File: src/rtl/jailbreak_bridge_master.sv
// Bridge initiator: queues valid/ready commands and issues single-word bridge
// reads/writes, returning read data on a valid/ready response stream.
module jailbreak_bridge_master #(
    parameter int DEPTH        = 4,
    parameter int READ_LATENCY = 2
) (
    input  logic        clk,
    input  logic        reset,
    input  logic        cmd_valid,
    output logic        cmd_ready,
    input  logic        cmd_wr,
    input  logic [31:0] cmd_addr,
    input  logic [31:0] cmd_wr_data,
    output logic        rsp_valid,
    input  logic        rsp_ready,
    output logic [31:0] rsp_data,
    output logic [31:0] bridge_addr,
    output logic        bridge_wr,
    output logic [31:0] bridge_wr_data,
    output logic        bridge_rd,
    input  logic [31:0] bridge_rd_data,
    output logic        busy
);
    localparam int AW = (DEPTH > 1) ? $clog2(DEPTH) : 1;
    localparam int CW = AW + 1;

    localparam logic [1:0] S_IDLE      = 2'd0;
    localparam logic [1:0] S_READ_WAIT = 2'd1;
    localparam logic [1:0] S_RESP      = 2'd2;

    logic          r_q_wr   [DEPTH];
    logic [31:0]   r_q_addr [DEPTH];
    logic [31:0]   r_q_data [DEPTH];
    logic [AW-1:0] r_wptr;
    logic [AW-1:0] r_rptr;
    logic [CW-1:0] r_count;
    logic [1:0]    r_state;
    logic [3:0]    r_lat_cnt;

    logic w_push;
    logic w_pop;

    assign cmd_ready = (r_count != CW'(DEPTH));
    assign w_push    = cmd_valid & cmd_ready;
    assign w_pop     = (r_state == S_IDLE) && (r_count != '0);
    assign busy      = (r_count != '0) || (r_state != S_IDLE);

    // Queue storage carries no reset; occupancy is tracked by r_count alone.
    always_ff @(posedge clk) begin
        if (w_push) begin
            r_q_wr[r_wptr]   <= cmd_wr;
            r_q_addr[r_wptr] <= cmd_addr;
            r_q_data[r_wptr] <= cmd_wr_data;
        end
    end

    always_ff @(posedge clk or posedge reset) begin
        if (reset) begin
            r_wptr  <= '0;
            r_rptr  <= '0;
            r_count <= '0;
        end else begin
            if (w_push) r_wptr <= r_wptr + AW'(1);
            if (w_pop)  r_rptr <= r_rptr + AW'(1);
            case ({w_push, w_pop})
                2'b10:   r_count <= r_count + CW'(1);
                2'b01:   r_count <= r_count - CW'(1);
                default: r_count <= r_count;
            endcase
        end
    end

    always_ff @(posedge clk or posedge reset) begin
        if (reset) begin
            r_state        <= S_IDLE;
            r_lat_cnt      <= '0;
            bridge_wr      <= 1'b0;
            bridge_rd      <= 1'b0;
            bridge_addr    <= '0;
            bridge_wr_data <= '0;
            rsp_valid      <= 1'b0;
            rsp_data       <= '0;
        end else begin
            bridge_wr <= 1'b0;
            bridge_rd <= 1'b0;
            case (r_state)
                S_IDLE: begin
                    if (w_pop) begin
                        bridge_addr <= r_q_addr[r_rptr];
                        if (r_q_wr[r_rptr]) begin
                            bridge_wr      <= 1'b1;
                            bridge_wr_data <= r_q_data[r_rptr];
                        end else begin
                            bridge_rd <= 1'b1;
                            r_lat_cnt <= 4'(READ_LATENCY);
                            r_state   <= S_READ_WAIT;
                        end
                    end
                end
                // Counter hits 1 exactly READ_LATENCY edges after the strobe edge.
                S_READ_WAIT: begin
                    if (r_lat_cnt == 4'd1) begin
                        rsp_data  <= bridge_rd_data;
                        rsp_valid <= 1'b1;
                        r_state   <= S_RESP;
                    end else begin
                        r_lat_cnt <= r_lat_cnt - 4'd1;
                    end
                end
                S_RESP: begin
                    if (rsp_ready) begin
                        rsp_valid <= 1'b0;
                        r_state   <= S_IDLE;
                    end
                end
                default: r_state <= S_IDLE;
            endcase
        end
    end
endmodule

File: config.mk
export PLATFORM = sky130hd
export DESIGN_NAME = jailbreak_bridge_master
export DESIGN_NICKNAME = d
export VERILOG_FILES = /design/src/rtl/jailbreak_bridge_master.sv
export SDC_FILE = /design/constraint.sdc
export NUM_CORES = 1
export LEC_CHECK = 0
export ABC_AREA = 0
export BUFFER_PORTS_ARGS = -buffer_cell sky130_fd_sc_hd__buf_2
export CAP_MARGIN = 20
export CORE_AREA = 2 2 230 209
export DETAILED_ROUTE_END_ITERATION = 6
export DIE_AREA = 0 0 232 211
export SLEW_MARGIN = 20
export SYNTH_ARGS = -nofsm -noshare
export SYNTH_HDL_FRONTEND = slang
export SYNTH_SLANG_ARGS = --single-unit
File: constraint.sdc
create_clock -name clk -period 4 [get_ports clk]
set_clock_uncertainty 0.05 [all_clocks]
set_input_delay 0 -clock clk [delete_from_list [all_inputs] [get_ports clk]]
set_output_delay 0 -clock clk [all_outputs]
set_load 0.02 [all_outputs]
; ---- Word level (Yosys, flattened, before mapping)
; Memory sizes are Yosys's and may differ from the RTL's. A register that Yosys moved wholly into a read port is not among the register bits.
; Cells that the tools add are included.
[word_totals]
reg_bits = 48
latch_bits = 0
mem_bits_rw = 260
romBits = 0
inputBits = 101
output_inout_bits = 101
word_cells = 64
memories = 3
[memory_table]
columns = name, words, width, rd, rd_ports_with_merged_regs, write_ports, line
row1 = r_q_addr, 4, 32, 1, 1, 1, 32  ; logic [31:0] r_q_addr [DEPTH];
row2 = r_q_data, 4, 32, 1, 1, 1, 33  ; logic [31:0] r_q_data [DEPTH];
row3 = r_q_wr, 4, 1, 1, 0, 1, 31  ; logic r_q_wr [DEPTH];
[op_classes]
add_sub_neg = 5
multipliers = 0
div_mod_pow = 0
n_lt_le_gt_ge = 0
eq_ne = 11
n_shift = 0
muxes = 21
bitwise_logic = 1
reduce_logical = 14
[op_table]
columns = op, count
row1 = $mux W4, 3
row2 = $mux W1, 10
row3 = $ne A2 B2 Y1 const B, 5
row4 = $mux W2, 4
row5 = $pmux W4 S2, 1
row6 = $reduce_and A4 Y1, 2
row7 = $reduce_bool A2 Y1, 4
row8 = $pmux W2 S3, 1
row9 = $pmux W3 S2, 1
row10 = $reduce_and A3 Y1, 2
row11 = $add A2 B1 Y2 const B, 2
row12 = $eq A2 B1 Y1 const B, 2
row13 = $eq A2 B2 Y1 const B, 2
row14 = $eq A4 B1 Y1 const B, 1
row15 = $reduce_and A2 Y1, 2
row16 = $sub A4 B1 Y4 const B, 1
row17 = $add A3 B1 Y3 const B, 1
row18 = $ne A3 B3 Y1 const B, 1
row19 = $reduce_bool A3 Y1, 1
row20 = $sub A3 B1 Y3 const B, 1
row21 = $logic_not A2 Y1, 1
row22 = $pmux W1 S2, 1
row23 = $and A1 B1 Y1, 1
row24 = $logic_and A1 B1 Y1, 1
row25 = $logic_or A1 B1 Y1, 1

; ---- Depth between registers and ports, before layout
; Gate-level depths: netlist of run 1.
[depth]
ltp_word = 4
depth_mapped = 9
ltp_nobuf = 9

; ---- Least setup slack after synthesis of run 1
; No wires, ideal clock.
[synth_timing]
path_type = reg-to-reg
startpoint = reg r_count[2]
endpoint = mem r_q_addr[0][0] (enable)
setup_time_ns = 0.430
arrival_ns = 2.338
required_time_ns = 3.520
path_slack_ns = 1.182
stages_incl_launch_ff = 3
n_path_buf = 0
synth_period_minus_slack_ns = 2.818
path_cell_list = dfrtp_1 or3b_1 and3_1
[synth_between]
elab_chain_cells = 4
[synth_lines]
columns = item, line
row1 = "start, declared", 36  ; logic [CW-1:0] r_count;
row2 = "start signal, assigned", 66  ; 2'b10: r_count <= r_count + CW'(1);
row3 = "start signal, assigned", 67  ; 2'b01: r_count <= r_count - CW'(1);
row4 = "start signal, assigned", 68  ; default: r_count <= r_count;
row5 = $ne A3 B3 Y1, 43  ; assign cmd_ready = (r_count != CW'(DEPTH));
row6 = named net cmd_ready, 10  ; output logic cmd_ready,
row7 = $and A1 B1 Y1, 44  ; assign w_push = cmd_valid & cmd_ready;
row8 = $mux W1, 50  ; if (w_push) begin
row9 = $mux W1 (implied by the code), 52  ; r_q_addr[r_wptr] <= cmd_addr;
row10 = "end, declared", 32
; The timed path passes the listed nets, and every way through them passes these cells.

; ---- Final worst setup path of run 1
[layout_timing]
startpoint = reg r_count[1]
endpoint = reg r_count[2]
[layout_between]
elab_chain_cells = 4
elab_cells_between_ends = 10
cone_classes = 2 x add/sub / 3 x eq/ne / 1 x mux / 1 x bitwise / 3 x reduce/logical
[layout_lines]
columns = item, line
row1 = $ne A3 B3 Y1 / $reduce_bool A3 Y1 (equally long branches), "43, 45"
row2 = $and A1 B1 Y1 / $logic_and A1 B1 Y1 (equally long branches), "44, 45"
row3 = $eq A2 B1 Y1 / $eq A2 B2 Y1 (equally long branches), 65  ; case ({w_push, w_pop})
row4 = $pmux W3 S2 / $reduce_bool A2 Y1 (equally long branches), n/a
; Several ways; a longest one is shown, not always the timed one.
; A chain may end at the register's enable or synchronous reset.

==> impl_metrics.py, run 1 <==
metrics = {
    "placed_design": {
        "dp.cells": 1433,
        "io_buffers": 201,
        "hpwl_um": 16950,
        "placed_cell_area_um2": 15670,
        "place.gp.congestion": 0.6968,
    },
    "pwr": {
        "post-layout-total-power_mw": 14.52,
        "switchingPower_mw": 4.437,
        "p_comb_share_pct": 31.4,
        "pwr_density_cell_nw_per_um2": 799.1,
        "p_leak_nw": 6.844,
        "ir_drop_mv": 0.4196,
        "pwr-share-clk_pct": 28.3,
        "switching_share_pct": 30.56,
        "seq_power_share_pct": 40.3,
        "p_int_mw": 10.08,
    },
    "sta": {
        "slew-limit-headroom_pct": 42.57,
        "max_slew.worst_pin.slew_ps": 861.5,
        "fin_tns_setup_ps": 0,
        "period_share_pct": 58.53,
        "maxSlewViolCount": 0,
        "fin_crit_ps": 2341,
        "setup_violations": 0,
        "rsz0062_at_grt": "false",
        "hold_violations": 0,
        "max_freq_mhz": 427.1,
    },
    "global_route": {
        "antenna_found_initial": 1,
        "grt-ovfl-total": 0,
        "busiest_layer": "met2",
        "met3_usage_pct": 3.321,
        "grt_pass1_vias": 7540,
        "grtUsageMet1_pct": 15.40,
        "track_usage_pct": 12.11,
        "grt_max_degree": 51,
        "grt_pass1_wl_um": 44460,
        "grt_util_met2_pct": 19.96,
    },
    "yosys": {
        "synth_cell_types": 35,
        "syn_nets": 735,
        "syn_inst": 626,
        "ys_ff_latch": 372,
        "synth.avg_cell_area_um2": 22.14,
        "yosys.area.top_type_share_pct": 56.33,
        "synth.largest_area_cell": "edfxtp_1",
        "synth_warnings": 0,
        "synth_area_leaders": "edfxtp_1, dfrtp_1, mux4_2",
        "synth_seq_area_share_pct": 76.55,
        "synth_area_um2": 13860,
    },
    "routing": {
        "drt_iter0_drc": 293,
        "num_vias": 6953,
        "route.antenna.remaining_nets": 0,
        "drc": 0,
        "vias_per_cell": 4.319,
        "route.detailed.wl_per_inst_um": 18.20,
        "routed_wl_um": 29310,
        "first_pass_iters": 4,
    },
    "setup_path": {
        "end_kind": "register",
        "crit_family": "simple AND/OR/NAND/NOR gates",
        "setup.worst_path.start_class": "register",
        "path_max_fanout": 6,
        "critPathArrivalTime_ps": 2770,
        "critPathRequiredTime_ps": 4420,
        "cp_cell_sequence": "or3b_1, and2_1, inv_1, ha_1, inv_1, fa_1, xor2_1, nor2_1, xor2_1",
        "path_buf_inv": 2,
        "crit_path_max_incr_delay_ps": 470,
        "cp_slowest_cell": "or3b_1",
        "criticalPathCategory": "register to register",
    },
    "clock_tree": {
        "cts_tree": "built",
        "cts.sinks": 372,
        "clk_root_buffer_cell": "clkbuf_16",
        "cts.path.max_buffers": 3,
        "cts.clk_slew.worst_paths_ps": 60,
        "cts_resized": 0,
        "cts_max_level": 2,
        "insertion_delay_ps": 550,
        "holdBufCountCts": 100,
        "postCtsSetupBuffers": 0,
        "cts_made_buffers": 42,
    },
    "floorplanning": {
        "core_area_um2": 46450,
        "ios": 202,
        "dieWidth_um": 232,
        "initial_utilization_pct": 29.84,
        "std_cell_rows": 75,
        "die_y_um": 211,
        "die_area_um2": 48950,
    },
    "worst_hold_path": {
        "hold_path_class": "input port to async pin",
    },
    "outcome": {
        "status": "finished clean",
    },
    "finish": {
        "fin_cells": 1610,
        "n_antenna_cell": 0,
        "num-fill-cells": 4227,
        "areaGrowthSynthToFinish_pct": 31.11,
        "num-nets-final": 1070,
        "final_cell_area_um2": 18170,
        "drive_gt1_share_pct": 46.08,
    },
    "flow_run": {
        "cap_violations": 0,
    },
}
==> cells by family (layout without fill, tap and decap cells) <==
group / after synthesis / in the layout / synth area share, %
AOI/OAI and AO/OA: 10 / 10 / 0.4694
xor gates and xnor gates: 6 / 6 / 0.3792
adders and majority gates: 8 / 8 / 0.7763
buffers and inverters: 36 / 404 / 1.300
DFF: 372 / 372 / 76.55
muxes: 162 / 162 / 19.23
and+or+nand+nor: 32 / 32 / 1.300
==> final timing paths <==
path,start,end,slack [ps],cells past startpoint
setup / recovery,r_count[1],r_count[2],1660,9
hold / removal,reset,bridge_wr_data[17],10,3
setup reg to reg,r_count[1],r_count[2],1660,9
hold reg to reg,rsp_data[0],rsp_data[0],450,1
max in group asynchronous,reset,bridge_wr_data[0],2960,4
min in group clk,cmd_addr[26],r_q_addr[1][26],150,2
==> sequential cells by signal, summed over array words and instances, names as in the netlist <==
signal,flops
bridge_addr,32
bridge_rd,1
bridge_wr,1
bridge_wr_data,32
r_count,3
r_lat_cnt,4
r_q_addr,128
r_q_data,128
r_q_wr,4
r_rptr,2
r_state,2
r_wptr,2
rsp_data,32
rsp_valid,1
==> power by group through the flow <==
stage,clock [mW],combinational [mW],sequential (mW)
6_report,4.10,4.56,5.86
5_1_grt,4.40,4.96,6.00
4_1_cts,4.25,4.69,5.88
3_5_place_dp,0,4.62,5.95
3_3_place_gp,0,4.54,5.92
2_1_floorplan,0,2.68,6.41
==> cell usage in the layout (no fill, tap or decap), types with 2 or more instances in the layout <==
cell type / n
dlygate4sd3_1: 100
mux4_2: 65
nor2_1: 2
nand2b_1: 2
buf_4: 15
clkinv_2: 6
xnor2_1: 3
nor3_1: 2
inv_1: 9
edfxtp_1: 260
nand2_1: 6
ha_1: 7
clkbuf_8: 4
dfrtp_4: 2
and3_4: 4
mux2_2: 68
o211ai_1: 2
clkinv_4: 4
mux2_4: 29
nand3_1: 4
xor2_1: 3
dfrtp_1: 110
clkbuf_1: 9
o21ai_0: 5
inv_6: 3
buf_2: 201
bufinv_16: 6
clkbuf_16: 46
==> per-layer routing <==
| metal | routed length (µm) | share of wire, % |
|---|---|---|
| met2 | 13900 | 47 |
| met4 | 677 | 2.3 |
| met5 | 13 | 0.044 |
| met1 | 12720 | 43 |
| met3 | 1991 | 6.8 |
==> area by class of cell <==
cell class,count,area (µm²),area share (%)
inverters,10,42.54,0.2341
well taps,616,770.7,4.241
repair buffers,317,2140,11.77
flip-flops and latches,372,10620,58.43
clock buffers,59,1240,6.823
multi-input cells,218,3099,17.05
clock inverters,18,262.8,1.446
==> worst min-delay path, delay by kind of cell <==
family / cells / cell delay (ps)
buffers and inverters: 3 / 1060
==> synth_stat cells <==
master / instances
xor2_1: 3
nor2b_1: 1
o211ai_1: 2
inv_1: 10
nor4_1: 1
or2_2: 1
dfrtp_1: 112
mux2_4: 29
nand4b_1: 1
or3_1: 1
mux2_2: 68
nand3_1: 4
nor3b_1: 1
buf_1: 1
or3b_1: 1
o21ai_0: 5
fa_1: 1
o21a_1: 1
o311ai_0: 1
nor3_1: 2
nor2_1: 3
edfxtp_1: 260
and2_1: 1
nand2b_1: 2
o32ai_1: 1
xnor2_1: 3
buf_2: 12
or3b_2: 1
clkbuf_1: 9
nand3b_1: 1
nand2_1: 6
ha_1: 7
buf_6: 4
and3_1: 5
mux4_2: 65
==> per-stage QoR <==
stage               setup WS (ps)  utilization, %  hold WS (ps)
floorplan                   991.0               -         48.87
global placement             1694           33.73         65.41
detailed placement           1662           33.73         79.28
CTS                          1636           39.12         23.63
global route                 1458           39.12         43.40
finish                       1659           39.12         10.95
(Power assumes the default switching activity.)
==> run 2: changes to the inputs <==
- clock period: 4 -> 1.9 ns (I/O delays scaled with it)
==> run 2 against run 1 <==
Against the previous run: the run now ends with setup timing left; setup slack got worse by 1800 ps; sequential power rose by 110%; register-to-register slack worse by 1800 ps; utilization rose by 0.95 points; maximum frequency rose by 17%; flip-flop and latch count unchanged; cell area rose by 2.4%; cell count rose by 1.7%; global-route usage grew 0.34 points; combinational power up 140%; worst hold slack better by 140 ps; die area is the same.
==> impl_metrics.py, run 2 (same netlist as run 1, synthesis figures left out) <==
metrics = {
    "sta": {
        "hold_violations": 0,
        "rsz0062_at_grt": "true",
        "fin_crit_ps": 1994,
        "setup_violations": 1,
        "maxSlewViolCount": 0,
        "layout_setup_ws_ps": -93.95,
        "max_slew.worst_pin.slew_ps": 425.3,
        "max_freq_mhz": 501.5,
        "period_share_pct": 104.9,
        "slew-limit-headroom_pct": 71.65,
    },
    "setup_path": {
        "criticalPathCategory": "register to register",
        "crit_path_max_incr_delay_ps": 400,
        "path_max_fanout": 2,
        "worstRegToRegCells": 9,
        "cp_cell_sequence": "or3b_4, and2_4, inv_2, ha_4, inv_2, fa_2, xor2_1, nor2_1, xor2_1",
        "end_kind": "register",
        "startpoint": "r_count[1]",
        "setup.worst_path.start_class": "register",
        "cp_slowest_cell": "or3b_4",
        "critPathRequiredTime_ps": 2320,
        "critPathArrivalTime_ps": 2410,
        "timing.rr.start": "r_count[1]",
    },
    "pwr": {
        "p_int_mw": 22.02,
        "switching_share_pct": 30.26,
        "pwr_density_cell_nw_per_um2": 1696,
        "p_leak_nw": 7.024,
        "seq_power_share_pct": 38.2,
        "switchingPower_mw": 9.554,
        "pwr-share-clk_pct": 27.3,
        "ir_drop_mv": 0.8539,
        "p_comb_share_pct": 34.5,
    },
    "outcome": {
        "violations": "setup timing",
        "status": "complete, but fails checks",
    },
    "clock_tree": {
        "cts_made_buffers": 41,
        "cts.clk_slew.worst_paths_ps": 60,
        "cts.sinks": 372,
        "cts_max_level": 2,
        "insertion_delay_ps": 550,
        "clk_root_buffer_cell": "clkbuf_16",
        "cts_tree": "built",
        "cts.path.max_buffers": 3,
    },
    "finish": {
        "utilization_pct": 40.07,
        "final_common_cell": "edfxtp_1",
        "reg_top3": "r_q_addr: 128 flops, r_q_data: 128 flops",
        "areaGrowthSynthToFinish_pct": 34.28,
        "drive_gt1_share_pct": 47.79,
        "num-fill-cells": 4164,
        "num-nets-final": 1096,
        "layout_common_cells": "edfxtp_1, buf_2, dfrtp_1",
    },
    "global_route": {
        "grt_pass1_vias": 7627,
        "track_usage_pct": 12.45,
        "antenna_found_initial": 3,
        "grt_pass1_wl_um": 45810,
        "grt_max_degree": 49,
        "grt-ovfl-total": 0,
    },
    "floorplanning": {
        "initial_utilization_pct": 29.84,
        "die_area_um2": 48950,
        "std_cell_rows": 75,
        "core_area_um2": 46450,
        "dieWidth_um": 232,
        "ios": 202,
        "die_y_um": 211,
    },
    "routing": {
        "num_vias": 7164,
        "first_pass_iters": 7,
        "route.detailed.wl_per_inst_um": 18.50,
        "drc": 0,
        "routed_wl_um": 30300,
        "vias_per_cell": 4.374,
        "drt_iter0_drc": 334,
        "route.antenna.remaining_nets": 0,
    },
    "placed_design": {
        "io_buffers": 201,
        "place_ws_ps": -119.5,
        "hpwl_um": 17710,
        "place.gp.congestion": 0.7040,
    },
    "worst_hold_path": {
        "hold_path_class": "input port to register",
        "hold_path_depth": 2,
        "min_from": "cmd_addr[10]",
    },
    "flow_run": {
        "cap_violations": 0,
    },
}
-- run 2: cell count changes in the layout (fill, tap and decap cells not counted), sizes merged --
| cell | previous run | this run |
|---|---|---|
| dlygate4sd3 | 100 | 101 |
| clkinvlp | 0 | 3 |
| bufinv | 6 | 9 |
| clkbuf | 59 | 56 |
| inv | 12 | 11 |
| buf | 217 | 243 |
| clkinv | 10 | 6 |
| diode | 0 | 3 |
-- run 2: critical path, delay by kind of cell, from the launching register on --
family,cells,cell delay (ps)
buffers and inverters,2,90
AND/OR/NAND/NOR,3,660
flip-flops,1,380
adder cells (fa/ha/maj),2,450
XOR/XNOR,2,290
-- run 2: power groups by stage --
stage / logic [mW] / registers (mW) / clock network, mW
2_1_floorplan: 5.81 / 13.4 / 0
3_3_place_gp: 10.8 / 12.1 / 0
3_5_place_dp: 10.9 / 12.2 / 0
4_1_cts: 11.1 / 12.1 / 8.87
5_1_grt: 11.8 / 12.3 / 9.15
6_report: 10.9 / 12.1 / 8.60
-- run 2: stage by stage --
step	hold WS [ps]	TNS (ps)	total power [mW]	area (µm²)	instances
floorplan	48.87	-321.6	19.25	13930	626
global placement	-60.07	-104.1	22.99	16100	1458
detailed placement	-61.41	-136.9	23.18	16100	1458
CTS	105.9	-94.97	32.10	18590	1635
global route	129.5	-174.5	33.22	18610	1638
finish	152.8	-93.95	31.57	18610	1638
-- run 2: what timing repair did --
action                     in CTS  in global routing
gates resized for setup         1                  3
hold buffers                  101                  0
setup buffers                   1                  0
pin swaps                       4                  1
hold endpoints to repair      409                  0
setup endpoints to repair       2                  4
-- run 2: final cells by class --
class | count | area [µm²] | area share (%)
Sequential cell | 372 | 10620 | 57.04
Multi-Input combinational cell | 218 | 3123 | 16.78
Timing Repair Buffer | 344 | 2581 | 13.87
Clock buffer | 56 | 1132 | 6.084
Tap cell | 616 | 770.7 | 4.141
Clock inverter | 19 | 339.1 | 1.822
Inverter | 10 | 41.29 | 0.2218
Antenna cell | 3 | 7.507 | 0.04033
-- run 2: path summary, 6_finish.rpt --
kind / end / slack [ps]
max in group asynchronous: bridge_addr[1] / 730
min: r_q_addr[0][10] / 150
max reg2reg: r_count[2] / -90
min in group asynchronous: rsp_valid / 520
max: r_count[2] / -90
min reg2reg: rsp_data[1] / 450
-- run 2: routing by layer --
layer	wire length [µm]	GRT usage (%)	share of wire (%)
met2	14390	20.00	48
met1	13260	16.10	44
met4	721	4.487	2.4
met5	0	0	0
met3	1917	3.577	6.3
==> run 3: changes to the inputs <==
- CORE_AREA: 2 2 230 209 -> 10 10 238 217
- DIE_AREA: 0 0 232 211 -> 0 0 248 227
==> run 3 against run 2 <==
Against the previous run: the run still ends with setup timing left; sequential share of layout area decreased by 0.53 points; flip-flop and latch count unchanged; clock power increased by 2.6%; cell area increased by 0.94%; setup slack improved by 3.6 ps; global-route usage decreased by 1.3 points; sequential power about the same; utilization increased by 0.38 points; critical endpoint unchanged; largest cell class unchanged.
==> impl_metrics.py, run 3 (same netlist as run 1, synthesis figures left out) <==
metrics = {
    "setup_path": {
        "setup.worst_path.start_class": "register",
        "crit_path_max_incr_delay_ps": 400,
        "startpoint": "r_count[0]",
        "critPathRequiredTime_ps": 2330,
        "criticalPathCategory": "register to register",
        "r2r_slack_ps": -90,
        "cp_slowest_cell": "or3b_4",
        "path_buf_inv": 2,
        "path_depth": 9,
        "cp_cell_sequence": "or3b_4, and2_4, inv_2, ha_4, inv_2, fa_2, xor2_1, nor2_1, xor2_1",
        "crit_family": "simple AND/OR/NAND/NOR gates",
        "timing.rr.start": "r_count[0]",
        "critPathArrivalTime_ps": 2420,
        "setup.worst_path.end": "r_count[2]",
        "path_max_fanout": 2,
        "worstRegToRegCells": 9,
        "reg2reg_to": "r_count[2]",
        "end_kind": "register",
    },
    "pwr": {
        "ir_drop_mv": 0.9023,
        "post-layout-total-power_mw": 32.02,
        "pwr_density_cell_nw_per_um2": 1705,
        "p_leak_nw": 7.109,
    },
    "worst_hold_path": {
        "hold_path_class": "input port to register",
        "min_from": "rsp_ready",
    },
    "finish": {
        "final_common_cell": "edfxtp_1",
        "fin_cells": 1645,
        "reg_top3": "r_q_addr: 128 flops, r_q_data: 128 flops",
        "utilization_pct": 40.45,
        "areaGrowthSynthToFinish_pct": 35.55,
        "final_cell_area_um2": 18790,
        "layout_common_cells": "edfxtp_1, buf_2, dfrtp_1",
        "drive_gt1_share_pct": 48.59,
        "num-nets-final": 1101,
        "num-fill-cells": 4176,
    },
    "clock_tree": {
        "cts_max_level": 2,
        "cts_tree": "built",
        "cts.clk_slew.worst_paths_ps": 60,
        "insertion_delay_ps": 550,
        "cts.sinks": 372,
        "clk_root_buffer_cell": "clkbuf_16",
        "cts_made_buffers": 42,
        "cts.path.max_buffers": 3,
    },
    "global_route": {
        "grt_pass1_wl_um": 47960,
        "grt-ovfl-total": 0,
        "grt_max_degree": 66,
        "track_usage_pct": 11.20,
        "antenna_found_initial": 4,
        "grt_pass1_vias": 7928,
    },
    "routing": {
        "routed_wl_um": 31620,
        "vias_per_cell": 4.361,
        "route.antenna.remaining_nets": 0,
        "num_vias": 7174,
        "route.detailed.wl_per_inst_um": 19.22,
        "drt_iter0_drc": 341,
        "first_pass_iters": 4,
        "drc": 0,
    },
    "floorplanning": {
        "die_area_um2": 56300,
        "ios": 202,
        "dieWidth_um": 248,
        "initial_utilization_pct": 29.84,
        "std_cell_rows": 75,
        "die_y_um": 227,
        "core_area_um2": 46450,
    },
    "sta": {
        "max_slew.worst_pin.slew_ps": 565.8,
        "rsz0062_at_grt": "true",
        "period_share_pct": 104.8,
        "maxSlewViolCount": 0,
        "max_freq_mhz": 502.4,
        "hold_violations": 0,
        "fin_crit_ps": 1990,
        "setup_violations": 1,
        "slew-limit-headroom_pct": 62.20,
        "layout_setup_ws_ps": -90.35,
    },
    "placed_design": {
        "io_buffers": 201,
        "place.gp.congestion": 0.6858,
        "placed_cell_area_um2": 16120,
        "dp.cells": 1459,
        "place_ws_ps": -98.07,
        "hpwl_um": 19330,
    },
    "outcome": {
        "violations": "setup timing",
        "status": "complete, but fails checks",
    },
    "flow_run": {
        "cap_violations": 0,
    },
}
==> run 3: worst min-delay path by stage <==
stage                            endpoint  slack, ps  cells after the start
final                          r_state[1]        140                      3
after global routing       r_q_addr[0][4]        130                      2
after CTS                 r_q_data[0][28]        110                      2
after detailed placement     rsp_data[11]         30                      2
after global placement       rsp_data[13]         30                      2
after floorplan            r_q_addr[0][0]         50                      0
==> run 3: worst min-delay path, cell delays in order <==
cell	delay [ps]
dlygate4sd3_1	520
buf_2	100
o21ai_0	80
==> run 3: metrics by stage <==
stage	TNS, ps	hold WS [ps]
6_report	-90.35	143.6
5_1_grt	-1541	133.4
4_1_cts	-197.7	109.4
3_5_place_dp	-111.4	33.09
3_3_place_gp	-104.1	34.86
2_1_floorplan	-321.6	48.87
==> run 3: timing repair <==
action / 4_1_cts / 5_1_grt
hold buffers: 101 / 0
resized for setup: 3 / 7
setup endpoints to repair: 19 / 62
cloned: 1 / 1
pin swaps: 4 / 4
buffers inserted: 1 / 1
endpoints found under the hold margin: 409 / 0
==> run 3: power breakdown <==
| part | internal (mW) | total [mW] | leakage [nW] | switching [mW] |
|---|---|---|---|---|
| Combinational | 5.50 | 11.1 | 2.66 | 5.61 |
| Sequential | 11.2 | 12.1 | 3.70 | 0.873 |
| Clock | 5.55 | 8.82 | 0.756 | 3.27 |
==> run 3: final cells by class <==
type	count	area [µm²]	share of cell area (%)
antenna	4	10.01	0.05328
clock buffer	60	1285	6.839
clock inverter	17	255.2	1.359
inverter	10	41.29	0.2198
multi-input combinational	218	3139	16.71
sequential	372	10620	56.51
tap	616	770.7	4.102
timing repair buffer	348	2669	14.20
==> run 3: routing by layer <==
metal	wire [µm]	vias to the layer above	track usage, %
met5	0	-	0
met3	2303	42	3.527
met1	14270	3680	14.55
met4	590	0	3.341
li1	-	3254	-
met2	14460	198	17.66
